$ cat src/rtl/tetris_drop_scheduler.sv
// tetris_drop_scheduler
// Gravity scheduler for the Tetris core. It consumes the divided tick stream and
// decides when the falling piece moves down one row and when a landed piece
// locks. Each decision is issued to the game engine as a request/acknowledge
// handshake.
// Optional feature: define TETRIS_SOFT_DROP_EN to let a held soft_drop force a
// drop on every tick. Without it, soft_drop is ignored.

module tetris_drop_scheduler #(
   parameter int MAX_DIV    = 8,
   parameter int LEVEL_W    = 4,
   parameter int LOCK_TICKS = 2
) (
   input  logic               clk,
   input  logic               rst,
   input  logic               tick_in,
   input  logic [LEVEL_W-1:0] level,
   input  logic               soft_drop,
   input  logic               pause,
   input  logic               landed,
   input  logic               drop_ack,
   input  logic               lock_ack,
   output logic               drop_req,
   output logic               lock_req,
   output logic               overrun,
   output logic [1:0]         state_o
);

   localparam int TCNT_W = $clog2(MAX_DIV + 1);
   localparam int LCNT_W = $clog2(LOCK_TICKS + 1);

   typedef enum logic [1:0] {
      RUN       = 2'd0,
      REQ       = 2'd1,
      LOCK_WAIT = 2'd2,
      LOCK_REQ  = 2'd3
   } state_t;

   state_t              state_q, state_d;
   logic [TCNT_W-1:0]   tcnt_q, tcnt_d;
   logic [LCNT_W-1:0]   lcnt_q, lcnt_d;
   logic                dropReq_q, dropReq_d;
   logic                lockReq_q, lockReq_d;
   logic                overrun_q, overrun_d;

   logic                softDropActive;
   logic [TCNT_W-1:0]   divVal;
   logic                validTick;
   logic                tickFires;
   logic                divIsOne;
   logic                lockDone;

`ifdef TETRIS_SOFT_DROP_EN
   assign softDropActive = soft_drop;
`else
   logic unusedSoftDrop;
   assign unusedSoftDrop = soft_drop;
   assign softDropActive = 1'b0;
`endif

   assign validTick = tick_in & ~pause;

   // Drop interval: MAX_DIV - level, floored at 1; the comparison happens before
   // the subtraction so a level above MAX_DIV cannot underflow.
   always_comb begin
      divVal = TCNT_W'(1);
      if (!softDropActive && (int'({1'b0, level}) < MAX_DIV)) begin
         divVal = TCNT_W'(MAX_DIV - int'({1'b0, level}));
      end
   end

   assign tickFires = (int'(tcnt_q) + 1) >= int'(divVal);
   assign divIsOne  = (divVal == TCNT_W'(1));
   assign lockDone  = (int'(lcnt_q) + 1) == LOCK_TICKS;

   // Next-state logic: RUN counts ticks, REQ/LOCK_REQ hold a request until acked,
   // LOCK_WAIT counts ticks spent landed. An ack that coincides with a valid tick
   // restarts RUN with that tick already counted (tcnt was zero on entry).
   always_comb begin
      state_d   = state_q;
      tcnt_d    = tcnt_q;
      lcnt_d    = lcnt_q;
      dropReq_d = dropReq_q;
      lockReq_d = lockReq_q;
      overrun_d = overrun_q;
      unique case (state_q)
         RUN: begin
            if (validTick) begin
               if (tickFires) begin
                  tcnt_d = '0;
                  if (landed) begin
                     state_d = LOCK_WAIT;
                     lcnt_d  = '0;
                  end else begin
                     state_d   = REQ;
                     dropReq_d = 1'b1;
                  end
               end else begin
                  tcnt_d = tcnt_q + TCNT_W'(1);
               end
            end
         end
         REQ: begin
            if (drop_ack) begin
               dropReq_d = 1'b0;
               state_d   = RUN;
               tcnt_d    = '0;
               if (validTick) begin
                  if (divIsOne) begin
                     if (landed) begin
                        state_d = LOCK_WAIT;
                        lcnt_d  = '0;
                     end else begin
                        state_d   = REQ;
                        dropReq_d = 1'b1;
                     end
                  end else begin
                     tcnt_d = TCNT_W'(1);
                  end
               end
            end else if (validTick) begin
               overrun_d = 1'b1;
            end
         end
         LOCK_WAIT: begin
            // Pause freezes the FSM, so a slide-off is only acted on while running.
            if (!pause && !landed) begin
               state_d = RUN;
               tcnt_d  = '0;
            end else if (validTick) begin
               if (lockDone) begin
                  state_d   = LOCK_REQ;
                  lockReq_d = 1'b1;
                  lcnt_d    = '0;
               end else begin
                  lcnt_d = lcnt_q + LCNT_W'(1);
               end
            end
         end
         LOCK_REQ: begin
            if (lock_ack) begin
               lockReq_d = 1'b0;
               state_d   = RUN;
               tcnt_d    = '0;
               if (validTick) begin
                  if (divIsOne) begin
                     if (landed) begin
                        state_d = LOCK_WAIT;
                        lcnt_d  = '0;
                     end else begin
                        state_d   = REQ;
                        dropReq_d = 1'b1;
                     end
                  end else begin
                     tcnt_d = TCNT_W'(1);
                  end
               end
            end else if (validTick) begin
               overrun_d = 1'b1;
            end
         end
         default: begin
            state_d = RUN;
         end
      endcase
   end

   // State and output registers with synchronous reset.
   always_ff @(posedge clk) begin
      if (rst) begin
         state_q   <= RUN;
         tcnt_q    <= '0;
         lcnt_q    <= '0;
         dropReq_q <= 1'b0;
         lockReq_q <= 1'b0;
         overrun_q <= 1'b0;
      end else begin
         state_q   <= state_d;
         tcnt_q    <= tcnt_d;
         lcnt_q    <= lcnt_d;
         dropReq_q <= dropReq_d;
         lockReq_q <= lockReq_d;
         overrun_q <= overrun_d;
      end
   end

   assign drop_req = dropReq_q;
   assign lock_req = lockReq_q;
   assign overrun  = overrun_q;
   assign state_o  = state_q;

endmodule

$ cat config.mk
export PLATFORM = sky130hd
export DESIGN_NAME = tetris_drop_scheduler
export DESIGN_NICKNAME = d
export VERILOG_FILES = /design/src/rtl/tetris_drop_scheduler.sv
export SDC_FILE = /design/constraint.sdc
export NUM_CORES = 1
export LEC_CHECK = 0
export ABC_AREA = 1
export ABC_CLOCK_PERIOD_IN_PS = 5070
export CAP_MARGIN = 20
export CORE_UTILIZATION = 54
export CTS_CLUSTER_SIZE = 10
export DETAILED_ROUTE_END_ITERATION = 7
export PLACE_DENSITY = 0.83
export SKIP_CTS_REPAIR_TIMING = 1
export SYNTH_ARGS = -nofsm -noshare
export SYNTH_HDL_FRONTEND = slang
export SYNTH_SLANG_ARGS = --single-unit
$ cat constraint.sdc
create_clock -name clk -period 5.07 [get_ports clk]
set_input_delay 1.014 -clock clk [delete_from_list [all_inputs] [get_ports clk]]
set_output_delay 1.014 -clock clk [all_outputs]
set_load 0.01 [all_outputs]
# --- Yosys cells after proc, flatten, opt, wreduce, memory -nomap -nowiden ---
# Cells that the tools add are included.
classes:
  bitwise: 2
  addsub: 5
  mul: 0
  div: 0
  eq_ne: 19
  reduce_logical: 13
  muxes: 51
  shift: 0
  order_cmp: 2
op_table:
  columns: ["op", "n"]
  rows:
  - ["$mux 2", 20]
  - ["$mux 4", 7]
  - ["$ne 2x2->1 const B", 12]
  - ["$mux 1", 18]
  - ["$pmux 2 s4", 2]
  - ["$pmux 4 s4", 1]
  - ["$reduce_and 6->1", 2]
  - ["$reduce_and 7->1", 1]
  - ["$ne 3x3->1 const B", 2]
  - ["$add 4x1->5 const B", 1]
  - ["$ge 5x4->1", 1]
  - ["$reduce_and 5->1", 1]
  - ["$add 4x1->4 const B", 1]
  - ["$eq 2x2->1 const B", 2]
  - ["$eq 4x1->1 const B", 1]
  - ["$lt 4x4->1 const B", 1]
  - ["$pmux 1 s2", 2]
  - ["$reduce_and 4->1", 1]
  - ["$reduce_bool 2->1", 2]
  - ["$sub 4x4->4 const A", 1]
  - ["$add 2x1->3 const B", 1]
  - ["$eq 3x2->1 const B", 1]
  - ["$pmux 1 s3", 1]
  - ["$reduce_and 3->1", 1]
  - ["8 further kinds", 9]
totals:
  reg_bits: 11
  word_cells: 98
  memories: 0
  input_bits: 12
  ramBits: 0
  mem_bits_ro: 0
  output_inout_bits: 5
  latch_bits: 0

# --- Longest topological paths before layout ---
# Gate-level depths: netlist (run 1).
logic_depth:
  ltp_word: 7
  mapped_depth: 15

# --- Worst setup path after synthesis (run 1) ---
# No wires, ideal clock.
synth_timing:
  path_kind: "input -> register"
  start: "input level[0]"
  end: "register dropReq_q, in the netlist drop_req"
  path_buffers: 0
  setup_time_ns: 0.115
  required_ns: 4.955
  arrival_time_ns: 2.289
  path_stages: 14
  slack_ns: 2.666
  path_cell_list: "inv_1 -> ha_1 -> nand2_1 -> ha_1 -> nand2_1 -> nand2_1 -> nand2_1 -> nand2_1 -> nand2_1 -> nand2_2 -> nand3_1 -> nor2_1 -> nor2_1 -> nor2_1"
synth_between:
  elab_chain_len: 7
  elab_cells_between_ends: 12
synth_lines:
  columns: ["element", "line", "source"]
  rows:
  - ["start: declaration", "17", "input logic [LEVEL_W-1:0] level,"]
  - ["$sub 4x4->4 / $lt 4x4->1 (equally long branches)", "68, 67", null]
  - ["$mux 4 (*)", "67", "if (!softDropActive && (int'({1'b0, level}) < MAX_DIV)) begin"]
  - ["branches (longest 5 deep; another with $ge 5x4->1)", null, null]
  - ["end signal: assignment", "181", "dropReq_q <= dropReq_d;"]
  - ["end: declaration", "42", "logic dropReq_q, dropReq_d;"]
# Mark *: on every way between the ends. The select of a mux whose other input is x is not followed.
# A chain may end at the register's enable or synchronous reset.

# --- Final worst setup path (run 1) ---
# Ends and elaborated chain as after synthesis.

==> summary.txt, run 1 <==
Outcome
  • Status: complete, no violations

Cells and area
  • Area growth syn-to-layout: 22.2%
  • Ratio of cells with drive above 1 in the final layout: roughly 14%
  • Final instance area: 1090 sq um
  • Final nets: roughly 170
  • Diode count: 0

Floorplanning
  • FP Rows: 14
  • Initial Util: 58.5%
  • Die height: 42.6 microns
  • Core area: ~1500 sq um
  • Die Wd: 42.6 microns
  • DIE AREA: 1820 sq um
  • Ports: 17

Route
  • WL/cell: 10.8 microns
  • Detailed Routing Iterations Pass 1: 4
  • WL final: between 1500 and 2000 microns
  • Antenna viol nets, final: 0
  • Vias per cell: 5.29
  • Via count: 904
  • Number of DRC markers in iteration 0: 29
  • DR DRC count: 0

Clocking
  • TritonCTS clock tree: yes
  • Clock Sinks: 11
  • CTS clk-pin slew, worst paths: 0.08 ns
  • H-tree depth: 1
  • Clock root cell: clkbuf_4
  • Worst-Skew Late Latency: 0.28 ns
  • Cts bufs inserted: 3
  • Max clock buf depth: 2

Yosys
  • Post-synth cell types: 26
  • Number of synthesized register bits: 11
  • Top-area cell type share of the netlist area: 24.7%
  • Seq/Total Area, Yosys: 24.7%
  • Syn Nets: between 150 and 200
  • Post-Syn Area: 891 sq um
  • Synth cell count leaders: nand2_1 (27), inv_1 (20), nor2_1 (17), dfxtp_1 (11), nand3_1 (10)
  • Mapped Avg Cell Area: 6.55 sq um
  • Post-synth EDFFs: 0
  • Mapped Cells: 136
  • Area leader, netlist: dfxtp_1
  • Yosys warns: 0
  • FFs w/ async S/R, synth: 0%
  • Top_reg_cell synth: dfxtp_1
  • Top cells by area, synth: dfxtp_1 (25%), nand2_1 (11%), ha_1 (8.4%)
  • Most frequent cell after synthesis: nand2_1

Worst setup path
  • Flop2flop setup slack: 3.20 ns
  • Critical Path RT: ~5.3 ns
  • FF-to-FF End: drop_req
  • Startpoint types: input pin
  • Setup Crit Path Kind: input pin to flop
  • Reg-to-Reg Start: tcnt_q[0]
  • Setup crit start: level[0]
  • Crit. End Element: flop
  • CP arrival: 2.95 ns
  • Worst Path Max Fanout: 7
  • R2r worst-path depth: 11

GRT
  • M3 GR Usage: between 7 and 8%
  • Global-route wire length before repair: approximately 3400 microns
  • Global Route Usage Sum: 24.5%
  • GR peak layer: met2
  • Met2 Use GR: 39.7%
  • Grt ovf: 0
  • Largest net degree at the start of global routing: 10
  • Met1 global-route usage: 30.8%
  • Initial antenna violation count: 0
  • Vias in the first global route: 843

Timing
  • RSZ-0062 raised after global routing: false
  • Slew @ Worst Pin: about 0.38 ns
  • Worst slew margin: 74.4%
  • Max Slew Vio Count: 0
  • Max Clock Skew: approximately 0.010 ns
  • WHS: 0.446 ns
  • Period Utilization, post-route: a little over half
  • # setup viols final: 0
  • Maximum clock rate: 361 MHz
  • Final hold vios: 0
  • Setup TNS: 0 ns
  • Min cycle time layout: 2.77 ns

Pwr
  • Lkg Pwr: approximately 0.53 nW
  • Tot Pwr: 0.000578 W
  • Cell Pwr Density: 531 nW/um^2
  • Worst vdd ir: ~0.0004 V

Worst hold path
  • Hold depth: 2
  • Hold Path End: lcnt_q[1]
  • Hold path start: lcnt_q[1]
  • Hold Crit Class: flop to flop

Flow run
  • Maxcap violations: 0

Placement
  • Placer Congestion: 0.865
  • Dpl cell area: 1060 sq um
  • Detailed placer's ending HPWL: 1480 microns
  • PortBufs: 15
-- how the worst max path moves through the flow --
stage | slack, ns | cells after the start | end
after floorplan | 2.67 | 14 | drop_req
after global placement | 2.07 | 14 | drop_req
after global routing | 2.18 | 13 | drop_req
final | 2.30 | 14 | drop_req
after detailed placement | 2.03 | 14 | drop_req
after CTS | 2.32 | 14 | drop_req
-- cell usage in the layout (no fill, tap or decap), drive strengths merged --
cell,instances
xor2,2
nor2,23
nor3,1
clkdlybuf4s50,15
a31oi,2
clkinv,2
o21bai,1
nand3b,1
dfxtp,11
ha,6
o21ai,8
nand3,11
a21oi,7
nand2,31
nand4,4
o21a,1
a211oi,2
clkbuf,3
inv,24
-- per-stage QoR --
step | utilization (%) | instances | worst slack, ns
after global placement | 69.6 | 167 | 2.07
after detailed placement | 69.6 | 167 | 2.03
after CTS | 71.4 | 171 | 2.32
after global routing | 71.4 | 171 | 2.18
after floorplan | - | 136 | 2.67
final | 71.4 | 171 | 2.30
-- sequential cells by signal, summed over array words and instances, names as in the netlist --
register  flops
drop_req      1
lock_req      1
state_o       2
tcnt_q        4
overrun       1
lcnt_q        2
-- worst max-delay path, stage by stage --
cell and delay (ns):
clkdlybuf4s50_1 0.45, inv_1 0.07, ha_1 0.30, nand2_1 0.07, ha_1 0.27, nand2_1 0.05
nand2_1 0.05, nand2_1 0.05, nand2_1 0.05, nand2_1 0.10, nand2_2 0.16, nand3_1 0.11
o21ai_1 0.15, nor2_1 0.06
-- per-layer routing --
layer	wire, microns	vias up
met1	896	396
met3	95	6
met5	0	-
met2	814	23
met4	38	0
li1	-	479
-- logic make-up (layout without fill, tap and decap cells) --
kind of cell | count (synthesis) | count (layout) | share of synthesized area, %
simple gates | 71 | 71 | 40.4
buf+inv | 25 | 44 | 10.8
compound gates | 21 | 21 | 13.6
flops | 11 | 11 | 24.7
fa+ha+maj | 6 | 6 | 8.43
xor+xnor | 2 | 2 | 1.97
-- final cells by class --
type	count	area [sq um]
clock buffers	3	22.5
clock inverters	1	5.00
fillers	124	435
inverters	25	96.3
multi-input cells	100	574
flip-flops and latches	11	220
well taps	16	20.0
repair buffers	15	150
-- where the power goes --
group / switching, W / internal [W] / total, W
sequential: 0.0000246 / 0.000115 / 0.000140
combinational: 0.000231 / 0.000146 / 0.000377
clock: 0.0000319 / 0.0000293 / 0.0000611
total: 0.000288 / 0.000291 / 0.000578
(Power assumes the default switching activity.)
==> run 2, diff against run 1 <==
- ABC_CLOCK_PERIOD_IN_PS: 5070 -> 2460
- CORE_UTILIZATION: 54 -> 45
- PLACE_DENSITY: 0.83 -> 0.73
- clock period: 5.07 -> 2.46 ns (I/O delays scaled with it)
==> run 2 against run 1 <==
Compared with the run above:
- worst hold slack better by 0.0014 ns
- largest cell class unchanged
- cell count grew 7.0%
- global-route usage down 4.2 points
- flip-flop and latch count unchanged
- largest power group unchanged
- sequential power rose by 110%
- die area up 19%
- critical path type unchanged
- critical path depth increased by 1
- count of clock-buffer cells in the layout stayed put
- power grew 110%
==> summary.txt, run 2 (synthesis results as in run 1) <==
Clocking
  • Cts bufs inserted: 3
  • H-tree depth: 1
  • Clock Sinks: 11
  • CTS clk-pin slew, worst paths: ~0.07 ns
  • TritonCTS clock tree: yes
  • Max clock buf depth: 2
  • Worst-Skew Late Latency: 0.27 ns
  • Clock root cell: clkbuf_4

Timing
  • Min cycle time layout: approximately 2.2 ns
  • Period Utilization, post-route: 87.8%
  • Setup TNS: 0 ns
  • Max Clock Skew: 0.00498 ns
  • Slew @ Worst Pin: 0.345 ns
  • # setup viols final: 0
  • Final setup margin: 0.300 ns
  • Worst slew margin: 76.9%
  • WHS: 0.448 ns
  • RSZ-0062 raised after global routing: false
  • Max Slew Vio Count: 0
  • Maximum clock rate: 463 MHz
  • Final hold vios: 0

GRT
  • Global Route Usage Sum: 20.3%
  • Largest net degree at the start of global routing: 10
  • Vias in the first global route: 749
  • Grt ovf: 0
  • Initial antenna violation count: 0
  • Global-route wire length before repair: 3040 microns

Worst setup path
  • CP most frequent cell: nand2_1
  • Critical-path top delay cell: clkdlybuf4s50_1
  • Worst path cell trace: clkdlybuf4s50_1, inv_1, ha_1, nand2_1, ha_1, nand2_1, nand2_1, nand2_1, nand2_1, nand2_1, nand2_2, nand3_1, nor2_1, nor2_1, nor2_1
  • Setup Crit Path Kind: input pin to flop
  • Worst path max stage delay: 0.45 ns
  • Critical Path RT: 2.68 ns
  • Startpoint types: input pin
  • Crit. End Element: flop
  • Worst Path Max Fanout: 7
  • CP arrival: 2.38 ns

Route
  • WL final: ~1800 microns
  • Vias per cell: 4.93
  • Detailed Routing Iterations Pass 1: 4
  • DR DRC count: 0
  • Number of DRC markers in iteration 0: 27
  • Antenna viol nets, final: 0
  • Via count: 902
  • WL/cell: 9.98 microns

Floorplanning
  • DIE AREA: approximately 2200 sq um
  • Die Wd: 46.5 microns
  • FP Rows: 15
  • Core area: 1780 sq um
  • Ports: 17
  • Initial Util: between 40% and 50%
  • Die height: approximately 46 microns

Worst hold path
  • Hold Crit Class: flop to flop

Flow run
  • Maxcap violations: 0

Cells and area
  • Commonest non-fill, non-tap cell in the layout: nand2_1
  • Max FFs per register: 4
  • Area growth syn-to-layout: 26.0%
  • Fill count: around 160
  • Ratio of cells with drive above 1 in the final layout: 15.2%
  • Most frequent cells in the layout: nand2_1 (27), inv_1 (20), nor2_1 (17), clkdlybuf4s50_1 (15), dfxtp_1 (11)
  • Diode count: 0
  • Biggest register: tcnt_q
  • Final nets: 177

Outcome
  • Status: complete, no violations

Pwr
  • Cell Pwr Density: ~1100 nW/um^2
  • Worst vdd ir: 0.000656 V
  • Lkg Pwr: 0.540 nW

Placement
  • Placer Congestion: 0.874
  • PortBufs: 15
  • Detailed placer's ending HPWL: 1480 microns
  • Dpl ws: 0.0180 ns
[run 2: power by group]
part	internal [W]	switching [W]	leakage [nW]
clock	0.0000603	0.0000638	0.0177
sequential	0.000238	0.0000506	0.0898
combinational	0.000326	0.000472	0.432
[run 2: layout make-up]
type | instances | area [sq um] | share of cell area [%]
Timing Repair Buffer | 18 | 173 | 15.4
Tap cell | 25 | 31.3 | 2.79
Multi-Input combinational cell | 100 | 574 | 51.2
Inverter | 25 | 96.3 | 8.58
Sequential cell | 11 | 220 | 19.6
Clock buffer | 3 | 22.5 | 2.01
Clock inverter | 1 | 5.00 | 0.446
[run 2: per-stage QoR]
stage	utilization (%)	cell area [sq um]	power [W]	instances
CTS	62.9	1120	0.00122	183
finish	62.9	1120	0.00121	183
detailed placement	61.4	1090	0.00109	179
global placement	61.4	1090	0.00108	179
global route	62.9	1120	0.00136	183
floorplan	-	891	0.000889	136
[run 2: per-layer routing]
metal / share of wire, % / up-vias / global-route usage (%) / wire [microns]
met1: 50 / 392 / 27.4 / 917
li1: - / 482 / - / -
met3: 6.0 / 4 / 5.88 / 109
met5: 0 / - / 0 / 0
met4: 1.6 / 0 / 7.06 / 30
met2: 42 / 24 / 30.3 / 768
[run 2: final timing paths]
| path | startpoint | depth (start not counted) | endpoint | slack [ns] |
|---|---|---|---|---|
| worst min-delay path | lcnt_q[1] | 2 | lcnt_q[1] | 0.45 |
| worst max register to register | tcnt_q[0] | 11 | drop_req | 0.66 |
| worst max-delay path | level[0] | 15 | drop_req | 0.30 |
| worst min register to register | lcnt_q[1] | 2 | lcnt_q[1] | 0.45 |
[run 2: critical path, delay by kind of cell]
kind	cells	cell delay, ns
AND/OR/NAND/NOR	11	0.82
buffers and inverters	2	0.50
adder cells (fa/ha/maj)	2	0.56
